### config.mk
export PLATFORM = sky130hd
export DESIGN_NAME = regfile_cmd_ctrl
export DESIGN_NICKNAME = d
export VERILOG_FILES = /design/src/rtl/rf_ctrl_pkg.sv /design/src/rtl/rf_cmd_fifo.sv /design/src/rtl/regfile_cmd_ctrl.sv
export SDC_FILE = /design/constraint.sdc
export NUM_CORES = 1
export LEC_CHECK = 0
export CAP_MARGIN = 20
export CORE_MARGIN = 3
export CORE_UTILIZATION = 45
export CTS_BUF_LIST = sky130_fd_sc_hd__clkbuf_4
export DETAILED_ROUTE_END_ITERATION = 8
export HOLD_SLACK_MARGIN = 0.06
export PLACE_DENSITY_LB_ADDON = 0.15
export SETUP_SLACK_MARGIN = 0.4
export SYNTH_ARGS = -nofsm -noshare
export SYNTH_HDL_FRONTEND = slang
export SYNTH_SLANG_ARGS = --single-unit
### constraint.sdc
create_clock -name CLK -period 3.06 [get_ports CLK]
set_clock_uncertainty 0.05 [all_clocks]
set_input_delay 0.306 -clock CLK [delete_from_list [all_inputs] [get_ports CLK]]
set_output_delay 0.306 -clock CLK [all_outputs]
set_load 0.02 [all_outputs]
### src/rtl/rf_ctrl_pkg.sv
// Shared types for the register-file command sequencer.
// FSM state encoding and the default command bundle layout.
package rf_ctrl_pkg;

  localparam int RF_DEPTH  = 8;
  localparam int RF_DATA_W = 16;
  localparam int RF_ADDR_W = 3;

  typedef enum logic [1:0] {
    IDLE,
    ISSUE,
    WAIT_RD,
    RESP
  } state_t;

  typedef struct packed {
    logic                 write;
    logic [RF_ADDR_W-1:0] addr;
    logic [RF_DATA_W-1:0] wdata;
  } cmd_t;

  localparam int CMD_W = $bits(cmd_t);

endpackage

### src/rtl/rf_cmd_fifo.sv
// Two-entry command FIFO placed ahead of the sequencer FSM.
// Registered full/empty flags; reset empties it.
module rf_cmd_fifo
  import rf_ctrl_pkg::*;
#(
  parameter int W = CMD_W
) (
  input  logic         clk_i,
  input  logic         rst_i,
  input  logic         push_i,
  input  logic         pop_i,
  input  logic [W-1:0] din_i,
  output logic [W-1:0] dout_o,
  output logic         full_o,
  output logic         empty_o
);

  logic [W-1:0] mem_q [2];
  logic         wp_q;
  logic         rp_q;
  logic [1:0]   cnt_q;
  logic         do_push;
  logic         do_pop;

  assign full_o  = (cnt_q == 2'd2);
  assign empty_o = (cnt_q == 2'd0);
  assign dout_o  = mem_q[rp_q];

  assign do_push = push_i && !full_o;
  assign do_pop  = pop_i && !empty_o;

  // Storage, pointers and occupancy; push and pop may share a cycle.
  always_ff @(posedge clk_i or posedge rst_i) begin
    if (rst_i) begin
      for (int i = 0; i < 2; i++) begin
        mem_q[i] <= '0;
      end
      wp_q  <= 1'b0;
      rp_q  <= 1'b0;
      cnt_q <= 2'd0;
    end else begin
      if (do_push) begin
        mem_q[wp_q] <= din_i;
        wp_q        <= ~wp_q;
      end
      if (do_pop) begin
        rp_q <= ~rp_q;
      end
      unique case ({do_push, do_pop})
        2'b10:   cnt_q <= cnt_q + 2'd1;
        2'b01:   cnt_q <= cnt_q - 2'd1;
        default: cnt_q <= cnt_q;
      endcase
    end
  end

endmodule

### src/rtl/regfile_cmd_ctrl.sv
// Command sequencer in front of the register file: one strobe per command, one response per command.
// Optional 2-entry command queue when RF_CTRL_CMDQ_EN is defined.
module regfile_cmd_ctrl
  import rf_ctrl_pkg::*;
#(
  parameter int MEM_DEPTH  = RF_DEPTH,
  parameter int MEM_WIDTH  = RF_DATA_W,
  parameter int ADDR_WIDTH = RF_ADDR_W
) (
  input  logic                  CLK,
  input  logic                  RST,
  input  logic                  cmd_valid,
  output logic                  cmd_ready,
  input  logic                  cmd_write,
  input  logic [ADDR_WIDTH-1:0] cmd_addr,
  input  logic [MEM_WIDTH-1:0]  cmd_wdata,
  output logic                  rsp_valid,
  input  logic                  rsp_ready,
  output logic [MEM_WIDTH-1:0]  rsp_data,
  output logic                  rsp_err,
  output logic [MEM_WIDTH-1:0]  WrData,
  output logic [ADDR_WIDTH-1:0] Address,
  output logic                  WrEn,
  output logic                  RdEn,
  input  logic [MEM_WIDTH-1:0]  RdData
);

  localparam int CW = 1 + ADDR_WIDTH + MEM_WIDTH;
  localparam logic [ADDR_WIDTH:0] DEPTH_L = (ADDR_WIDTH + 1)'(MEM_DEPTH);

  state_t                 state_q;
  logic                   rdy_q;
  logic                   wr_q;
  logic                   bad_q;
  logic                   wren_q;
  logic                   rden_q;
  logic [ADDR_WIDTH-1:0]  addr_q;
  logic [MEM_WIDTH-1:0]   wdata_q;
  logic                   rsp_valid_q;
  logic                   rsp_err_q;
  logic [MEM_WIDTH-1:0]   rsp_data_q;

  logic                   src_vld;
  logic                   src_write;
  logic [ADDR_WIDTH-1:0]  src_addr;
  logic [MEM_WIDTH-1:0]   src_wdata;
  logic                   src_bad;
  logic                   take;

`ifdef RF_CTRL_CMDQ_EN
  // Queue mode: readiness only depends on FIFO space once out of reset.
  localparam logic HOLD_RDY = 1'b1;

  logic          q_full;
  logic          q_empty;
  logic [CW-1:0] q_dout;

  rf_cmd_fifo #(
    .W (CW)
  ) u_fifo (
    .clk_i   (CLK),
    .rst_i   (RST),
    .push_i  (cmd_valid && cmd_ready),
    .pop_i   (take),
    .din_i   ({cmd_write, cmd_addr, cmd_wdata}),
    .dout_o  (q_dout),
    .full_o  (q_full),
    .empty_o (q_empty)
  );

  assign cmd_ready = rdy_q && !q_full;
  assign src_vld   = !q_empty;
  assign {src_write, src_addr, src_wdata} = q_dout;
`else
  // Direct mode: a command is taken straight off the port in IDLE.
  localparam logic HOLD_RDY = 1'b0;

  assign cmd_ready = rdy_q;
  assign src_vld   = cmd_valid && rdy_q;
  assign src_write = cmd_write;
  assign src_addr  = cmd_addr;
  assign src_wdata = cmd_wdata;
`endif

  assign src_bad = ({1'b0, src_addr} >= DEPTH_L);
  assign take    = (state_q == IDLE) && src_vld;

  assign WrEn      = wren_q;
  assign RdEn      = rden_q;
  assign Address   = addr_q;
  assign WrData    = wdata_q;
  assign rsp_valid = rsp_valid_q;
  assign rsp_err   = rsp_err_q;
  assign rsp_data  = rsp_data_q;

  // Sequencer FSM; every strobe and response field is a flop set one state ahead.
  always_ff @(posedge CLK or posedge RST) begin
    if (RST) begin
      state_q     <= IDLE;
      rdy_q       <= 1'b0;
      wr_q        <= 1'b0;
      bad_q       <= 1'b0;
      wren_q      <= 1'b0;
      rden_q      <= 1'b0;
      addr_q      <= '0;
      wdata_q     <= '0;
      rsp_valid_q <= 1'b0;
      rsp_err_q   <= 1'b0;
      rsp_data_q  <= '0;
    end else begin
      wren_q <= 1'b0;
      rden_q <= 1'b0;
      unique case (state_q)
        IDLE: begin
          rdy_q <= take ? HOLD_RDY : 1'b1;
          if (take) begin
            wr_q    <= src_write;
            bad_q   <= src_bad;
            state_q <= ISSUE;
            if (!src_bad) begin
              addr_q <= src_addr;
              if (src_write) begin
                wdata_q <= src_wdata;
                wren_q  <= 1'b1;
              end else begin
                rden_q  <= 1'b1;
              end
            end
          end
        end
        ISSUE: begin
          if (bad_q || wr_q) begin
            rsp_valid_q <= 1'b1;
            rsp_err_q   <= bad_q;
            rsp_data_q  <= '0;
            state_q     <= RESP;
          end else begin
            state_q     <= WAIT_RD;
          end
        end
        WAIT_RD: begin
          rsp_valid_q <= 1'b1;
          rsp_err_q   <= 1'b0;
          rsp_data_q  <= RdData;
          state_q     <= RESP;
        end
        RESP: begin
          if (rsp_ready) begin
            rsp_valid_q <= 1'b0;
            rdy_q       <= 1'b1;
            state_q     <= IDLE;
          end
        end
        default: state_q <= IDLE;
      endcase
    end
  end

  a_excl: assert property (@(posedge CLK) disable iff (RST)
    !(WrEn && RdEn));

  a_hold: assert property (@(posedge CLK) disable iff (RST)
    rsp_valid && !rsp_ready |=>
      rsp_valid && $stable(rsp_data) && $stable(rsp_err));

  a_one: assert property (@(posedge CLK) disable iff (RST)
    (WrEn || RdEn) |=> !(WrEn || RdEn));

endmodule

# Word level (Yosys, flattened, before mapping)
# Index checks and enable logic that the tools add are counted.
# word_totals
regBits	43
latch_bits	0
ramBits	0
mem_bits_ro	0
out_inout_bits	40
elab_cells	48
n_memories	0
# op_classes
add_sub_neg	0
n_mul	0
n_div	0
n_lt_le_gt_ge	0
n_eq_ne	6
shifts	0
mux	20
bitwise_logic	0
n_reduce_logical	12
# ops
op	n
$pmux W16 S2	1
$mux W16	1
$mux W1	12
$pmux W2 S4	1
$reduce_and A2 Y1	4
$ne A2 B2 Y1 const B	3
$reduce_and A3 Y1	2
$eq A2 B2 Y1 const B	2
$mux W2	2
$pmux W1 S2	2
$reduce_bool A2 Y1	2
$pmux W1 S3	1
$reduce_bool A3 Y1	1
$eq A2 B1 Y1 const B	1
$logic_and A1 B1 Y1	2
$logic_not A2 Y1	1

# Logic depth before layout (Yosys ltp)
# Gate-level depths: netlist (run 1).
# depth
ltp_word	4
ltp_mapped	7
ltp_nobuf	5

# Least setup slack after synthesis (run 1)
# Ideal clock, no wire load.
# synth_timing
path_kind	reg2reg
startpoint	reg state_q[0]
endpoint	reg wdata_q[0] (netlist: WrData[0])
setup_ns	0.125
arrival_time_ns	1.410
slack_ns	1.475
stages_incl_launch_ff	6
period_less_slack_ns	1.585
cell_sequence	dfrtp_1 -> inv_1 -> ha_1 -> nand4_4 -> buf_6 -> mux2_4
# synth_between
elab_chain_len	3
# synth_rtl
item	line	rtl
from (decl)	regfile_cmd_ctrl.sv:31	state_t state_q;
from (signal assigned)	regfile_cmd_ctrl.sv:99	state_q <= IDLE;
from (signal assigned)	regfile_cmd_ctrl.sv:119	state_q <= ISSUE;
from (signal assigned)	regfile_cmd_ctrl.sv:136	state_q <= RESP;
$logic_not A2 Y1 *	regfile_cmd_ctrl.sv:86, regfile_cmd_ctrl.sv:113	
$logic_and A1 B1 Y1	regfile_cmd_ctrl.sv:86	assign take = (state_q == IDLE) && src_vld;
$reduce_and A3 Y1 (no line) *	n/a	
to (signal assigned)	regfile_cmd_ctrl.sv:123	wdata_q <= src_wdata;
to (decl)	regfile_cmd_ctrl.sv:38	logic [MEM_WIDTH-1:0] wdata_q;
# Mark *: on every way between the ends. The rest lies on a longest branch, timed or not.
# A chain may end at the register's enable or synchronous reset.

# Worst setup path in the final report (run 1)
# layout_timing
startpoint	reg rdy_q (netlist: cmd_ready)
endpoint	out cmd_ready
# layout_lines
item	line	rtl
from (decl)	regfile_cmd_ctrl.sv:32	logic rdy_q;
from (signal assigned)	regfile_cmd_ctrl.sv:115	rdy_q <= take ? HOLD_RDY : 1'b1;
to (decl)	regfile_cmd_ctrl.sv:13	output logic cmd_ready,
# No word-level cell between the ends.

==> results of run 1 <==
-- metrics by stage --
step / utilization, % / hold slack [ns] / cells / setup WS (ns) / cell area [um2]
floorplan: - / 0.322 / 114 / 1.48 / 1690
global placement: 72.3 / 0.432 / 235 / 1.24 / 2510
detailed placement: 72.3 / 0.437 / 235 / 1.07 / 2510
CTS: 73.7 / 0.439 / 242 / 1.04 / 2550
global route: 73.9 / 0.475 / 243 / 1.15 / 2560
finish: 73.9 / 0.416 / 243 / 1.24 / 2560
-- path summary, 6_finish.rpt --
| kind | startpoint | to | slack, ns | cells after the start |
|---|---|---|---|---|
| min reg2reg | WrData[14] | WrData[14] | 0.46 | 1 |
| min | RST | WrData[3] | 0.42 | 2 |
| max | cmd_ready | cmd_ready | 1.24 | 1 |
| max reg2reg | state_q[0] | WrData[12] | 1.26 | 4 |
| min in group CLK | WrData[14] | WrData[14] | 0.46 | 1 |
| max in group asynchronous | RST | WrData[12] | 1.86 | 3 |
-- power breakdown --
part	total, mW	leakage, nW	internal, mW	switching [mW]
combinational	1.42	0.621	0.746	0.669
clock	0.244	0.0308	0.0828	0.161
sequential	0.958	0.523	0.801	0.156
total	2.62	1.17	1.63	0.986
-- layout make-up --
type	count	area (um2)	share of cell area, %
Multi-Input combinational cell	62	584	22.8
Clock inverter	2	10.0	0.391
Clock buffer	5	37.5	1.46
Sequential cell	42	1050	41.0
Tap cell	46	57.6	2.25
Inverter	5	18.8	0.732
Timing Repair Buffer	81	803	31.3
-- kinds of logic (layout without fill, tap and decap cells) --
kind of cell,after synthesis,in the layout,share of synthesized area (%)
compound gates,24,24,11.3
buf+inv,10,93,3.47
flops,42,42,62.0
fa+ha+maj,4,4,2.95
other cells,1,1,0.221
simple gates,13,13,4.95
mux,20,20,15.1
-- state kept, by name, summed over array words and instances, names as in the netlist --
name / count
WrData: 16
rsp_data: 16
Address: 3
state_q: 2
RdEn: 1
WrEn: 1
cmd_ready: 1
rsp_valid: 1
wr_q: 1
-- placed cells by master, fill, tap and decap left out, types with 2 or more instances in the layout --
master	instances
sky130_fd_sc_hd__o21ai_0	3
sky130_fd_sc_hd__inv_1	5
sky130_fd_sc_hd__clkbuf_4	5
sky130_fd_sc_hd__nor2_1	2
sky130_fd_sc_hd__nand2_1	5
sky130_fd_sc_hd__clkinv_2	2
sky130_fd_sc_hd__clkdlybuf4s50_1	78
sky130_fd_sc_hd__nand3_1	2
sky130_fd_sc_hd__ha_1	4
sky130_fd_sc_hd__mux2_4	8
sky130_fd_sc_hd__mux2_2	12
sky130_fd_sc_hd__dfrtp_1	42
sky130_fd_sc_hd__a22o_1	16
sky130_fd_sc_hd__buf_4	3
-- routing by layer --
layer	global-route usage [%]	vias to the layer above	wire, um
met4	7.59	0	49
met2	32.4	56	2060
met5	0	-	0
met1	19.5	589	1490
li1	-	569	-
met3	5.66	7	348
==> summary.txt, run 1 <==
Route
  – Detailed router's first-iteration violation count: 34
  – Detail Route Antenna Nets: 0
  – Vias post-DR: 1221
  – DRC violation count after routing: 0
  – Via-to-Cell Ratio: 5.02
  – Total wirelength of the detailed-routed design: 3960 um
  – Routed length per instance: 16.3 um
  – Router iterations before antenna repair: 4

Finish
  – Layout Nets: 241
  – Area growth from synthesis to layout: 51.3%
  – Diodes inserted: 0
  – Fraction of layout cells with a size suffix above 1: 16.2%
  – Filler cells: 247

Die
  – Count of pins on the block boundary: 80
  – Die area: 4540 um2
  – Die Height: 67.4 um
  – X dimension of the die: 67.4 um
  – Core region area: 3470 um2
  – Initial Utilization: 48.8%
  – Number of core rows: 21

Setup path
  – Crit path max-delay cell type: sky130_fd_sc_hd__clkdlybuf4s50_1
  – Critical path data required time: 2.70 ns
  – Nature of the critical path endpoint: output pin
  – CP max FO: 6
  – Family of cells with the greatest summed delay on the critical path: buffers and inverters
  – Crit path launch type: flop
  – Ordered cell list for the critical path: clkdlybuf4s50_1
  – Buf+Inv Stages, Crit Path: 1
  – Critical path class: reg -> out
  – Longest individual stage delay on the worst path: 0.65 ns
  – CP arrival: 1.46 ns

Global route
  – Number of antenna violations at the first check in global routing: 0
  – Via count of the first global-routing pass: 1233
  – Maximum number of pins on one net before global-route repair: 26
  – Total global-route track usage: 18.0%
  – First-pass GRT wire length: 5880 um
  – GR Overflow Total: 0

Synth
  – Area leader, netlist: sky130_fd_sc_hd__dfrtp_1
  – Yosys synthesis warning count: 0
  – Post-synthesis instance area: 1690 um2
  – Synth top area share: 62.0%
  – Distinct cell type count of the synthesized netlist: 23
  – Sequential-to-total area share from yosys stat: 62.0%
  – Commonest cells in the synthesized netlist: 42 x sky130_fd_sc_hd__dfrtp_1, 16 x sky130_fd_sc_hd__a22o_1, 12 x sky130_fd_sc_hd__mux2_2, 8 x sky130_fd_sc_hd__mux2_4
  – Most repeated cell in the gate-level netlist after synthesis: sky130_fd_sc_hd__dfrtp_1
  – Number of enable flip-flop cells after synthesis: 0
  – Flops & latches, synth: 42
  – Async S/R FF share, synth: 100%
  – Flip-flop cell with the highest count after synthesis: sky130_fd_sc_hd__dfrtp_1
  – Instance count of the mapped netlist: 114
  – Mean Syn Cell Area: 14.9 um2
  – Synthesized net count: 158
  – Largest cells by area after synthesis: sky130_fd_sc_hd__dfrtp_1 62%, sky130_fd_sc_hd__a22o_1 8.3%, sky130_fd_sc_hd__mux2_2 8.0%

STA
  – Actual slew at the worst max-slew pin: 0.918 ns
  – Slew Viols, Final: 0
  – Fraction of the cycle the final worst path needs: 59.4%
  – Max transition margin: 38.7%
  – Total Neg Setup Slack: 0 ns
  – Shortest clock period the worst path allows after layout: 1.82 ns
  – Fmax: 550 MHz
  – Final Hold Vio Count: 0
  – RSZ-0062 raised after global routing: no
  – Finish-stage setup viols: 0

Power
  – Worst IR drop on VDD: 0.000535 V
  – Total power divided by cell area: 1020 nW/um2
  – Static Leak: 1.17 nW
  – Sum of internal, switching and leakage power: 2.62 mW

Clock network
  – Maximum count of clock buffers along a single path: 2
  – CTS HTree Levels: 2
  – Post-CTS Setup Repair Bufs: 0
  – Master cell of the clock root buffer: sky130_fd_sc_hd__clkbuf_4
  – CTS sink cnt: 42
  – Clk Latency, worst-skew pair: 0.33 ns
  – TritonCTS clock tree: done
  – Total CTS buffers: 5
  – Clock transition at the register clock pins on the worst setup and hold paths after CTS: 0.12 ns
  – Hold Buf Count CTS: 0
  – Resize count post-CTS: 0

Hold path
  – Worst hold path type: in -> async

Job
  – Max-cap violation count: 0

Placed design
  – Input/output buffers: 78
  – HPWL after detailed placement: 3090 um
  – Placer congestion estimate: 0.661

Run status
  – Status: finished clean
No activity file was read; power rests on OpenSTA's default activity.
==> run 2, diff against run 1 <==
- CORE_UTILIZATION: 45 -> 38
- clock period: 3.06 -> 1.5 ns (I/O delays scaled with it)
==> run 2 against run 1 <==
Against the previous run: worst hold slack lost 0.28 ns; sequential share of layout area shrank 5.9 points; non-clock buffer count increased by 30; critical endpoint is now WrData[6]; count of clock-buffer cells in the layout unchanged; worst setup slack lost 1.2 ns; critical path depth is 4 higher; wire length rose by 10%; total power rose by 150%.
==> summary.txt, run 2 (same netlist as run 1, synthesis figures left out) <==
Placed design
  – HPWL after detailed placement: 2870 um
  – Placer congestion estimate: 0.780
  – Input/output buffers: 78
  – Worst slack at placement: -0.0273 ns

Global route
  – Total global-route track usage: 16.3%
  – Via count of the first global-routing pass: 1409
  – GR Overflow Total: 0
  – Maximum number of pins on one net before global-route repair: 43
  – Number of antenna violations at the first check in global routing: 0
  – First-pass GRT wire length: 6730 um

Hold path
  – Worst hold path type: in -> async

Clock network
  – Clock transition at the register clock pins on the worst setup and hold paths after CTS: 0.12 ns
  – Total CTS buffers: 5
  – TritonCTS clock tree: done
  – Maximum count of clock buffers along a single path: 2
  – CTS HTree Levels: 2
  – CTS sink cnt: 42
  – Master cell of the clock root buffer: sky130_fd_sc_hd__clkbuf_4
  – Clk Latency, worst-skew pair: 0.34 ns

Finish
  – Diodes inserted: 0
  – Area growth from synthesis to layout: 77.1%
  – Most common library cell in the layout ignoring fill and taps: sky130_fd_sc_hd__buf_6
  – Layout Nets: 272
  – Most frequent cells in the layout: 44 x sky130_fd_sc_hd__buf_6, 40 x sky130_fd_sc_hd__dfrtp_1, 39 x sky130_fd_sc_hd__clkdlybuf4s50_1
  – Filler cells: 279
  – Fraction of layout cells with a size suffix above 1: 51.5%

STA
  – RSZ-0062 raised after global routing: yes
  – Total Neg Setup Slack: 0 ns
  – Finish-stage setup viols: 0
  – Slew Viols, Final: 0
  – Final setup slack of the worst path: 0.0255 ns
  – Final Hold Vio Count: 0
  – Shortest clock period the worst path allows after layout: 1.47 ns
  – Minimum hold slack: 0.133 ns
  – Fmax: 678 MHz
  – Fraction of the cycle the final worst path needs: 98.3%

Route
  – DRC violation count after routing: 0
  – Detail Route Antenna Nets: 0
  – Total wirelength of the detailed-routed design: 4360 um
  – Vias post-DR: 1381
  – Via-to-Cell Ratio: 4.95
  – Detailed router's first-iteration violation count: 29
  – Router iterations before antenna repair: 4
  – Routed length per instance: 15.6 um

Setup path
  – Ordered cell list for the critical path: inv_2 > ha_4 > nand4_4 > buf_12 > mux2_4
  – Crit path launch type: flop
  – Crit path max-delay cell type: sky130_fd_sc_hd__dfrtp_1
  – CP max FO: 18
  – CP arrival: 1.65 ns
  – Startpoint of the worst setup timing path: state_q[1]
  – Launch point of the worst reg-to-reg path: state_q[1]
  – Critical path data required time: 1.68 ns
  – Critical path class: reg -> reg
  – Nature of the critical path endpoint: flop
  – Longest individual stage delay on the worst path: 0.43 ns

Die
  – X dimension of the die: 72.8 um
  – Count of pins on the block boundary: 80
  – Core region area: 4140 um2
  – Number of core rows: 23
  – Initial Utilization: 40.9%
  – Die area: 5300 um2
  – Die Height: 72.8 um

Power
  – Static Leak: 1.46 nW
  – Sum of internal, switching and leakage power: 6.46 mW
  – Total power divided by cell area: 2150 nW/um2
  – Worst IR drop on VDD: 0.00113 V

Job
  – Max-cap violation count: 0

Run status
  – Status: finished clean
run 2: cell types whose count changed in the layout (fill, tap and decap cells not counted), sizes merged:
cell and change:
and2 +1, buf +69, clkdlybuf4s50 -39, clkinv +1
clkinvlp +1, inv -1
run 2: metrics by stage:
stage	utilization (%)	std cells	area, um2
floorplan	-	114	1740
global placement	62.7	243	2600
detailed placement	62.7	243	2600
CTS	67.3	269	2790
global route	72.4	279	3000
finish	72.4	279	3000
run 2: report_power, final:
| part | internal (mW) | total, mW | switching [mW] | leakage [nW] |
|---|---|---|---|---|
| logic | 2.27 | 3.92 | 1.65 | 0.907 |
| registers | 1.64 | 2.04 | 0.397 | 0.521 |
| clock network | 0.167 | 0.498 | 0.330 | 0.0277 |
run 2: final timing paths:
path | cells past startpoint | to | slack (ns)
max in group asynchronous | 3 | state_q[0] | 1.04
min in group CLK | 2 | WrData[10] | 0.36
max reg2reg | 5 | WrData[6] | 0.03
max | 5 | WrData[6] | 0.03
min reg2reg | 1 | rsp_data[1] | 0.49
min | 3 | Address[2] | 0.13
run 2: metal layers:
layer,track usage [%],vias up,wire [um]
met1,20.1,668,1670
met2,27.1,67,2240
met4,4.92,0,40
li1,-,640,-
met5,0,-,0
met3,5.65,6,408
run 2: worst max-delay path: cells and delay by family, from the launching register on:
family,cells,cell delay [ns]
buffers and inverters,2,0.29
adder cells (fa/ha/maj),1,0.17
AND/OR/NAND/NOR,1,0.11
multiplexers,1,0.30
flip-flops,1,0.43
run 2: layout make-up:
cell class	instances	area (um2)	share of cell area, %
repair buffers	111	1120	37.4
flip-flops and latches	42	1050	35.1
multi-input cells	63	692	23.1
well taps	50	62.6	2.09
clock buffers	5	37.5	1.25
inverters	5	22.5	0.751
clock inverters	3	11.3	0.375
run 2: timing repair:
item | 4_1_cts | 5_1_grt
pin swaps | 2 | 2
buffers inserted | 17 | 9
hold buffers | 0 | 0
setup endpoints to repair | 81 | 81
gates resized for setup | 213 | 47
cloned | 1 | 1
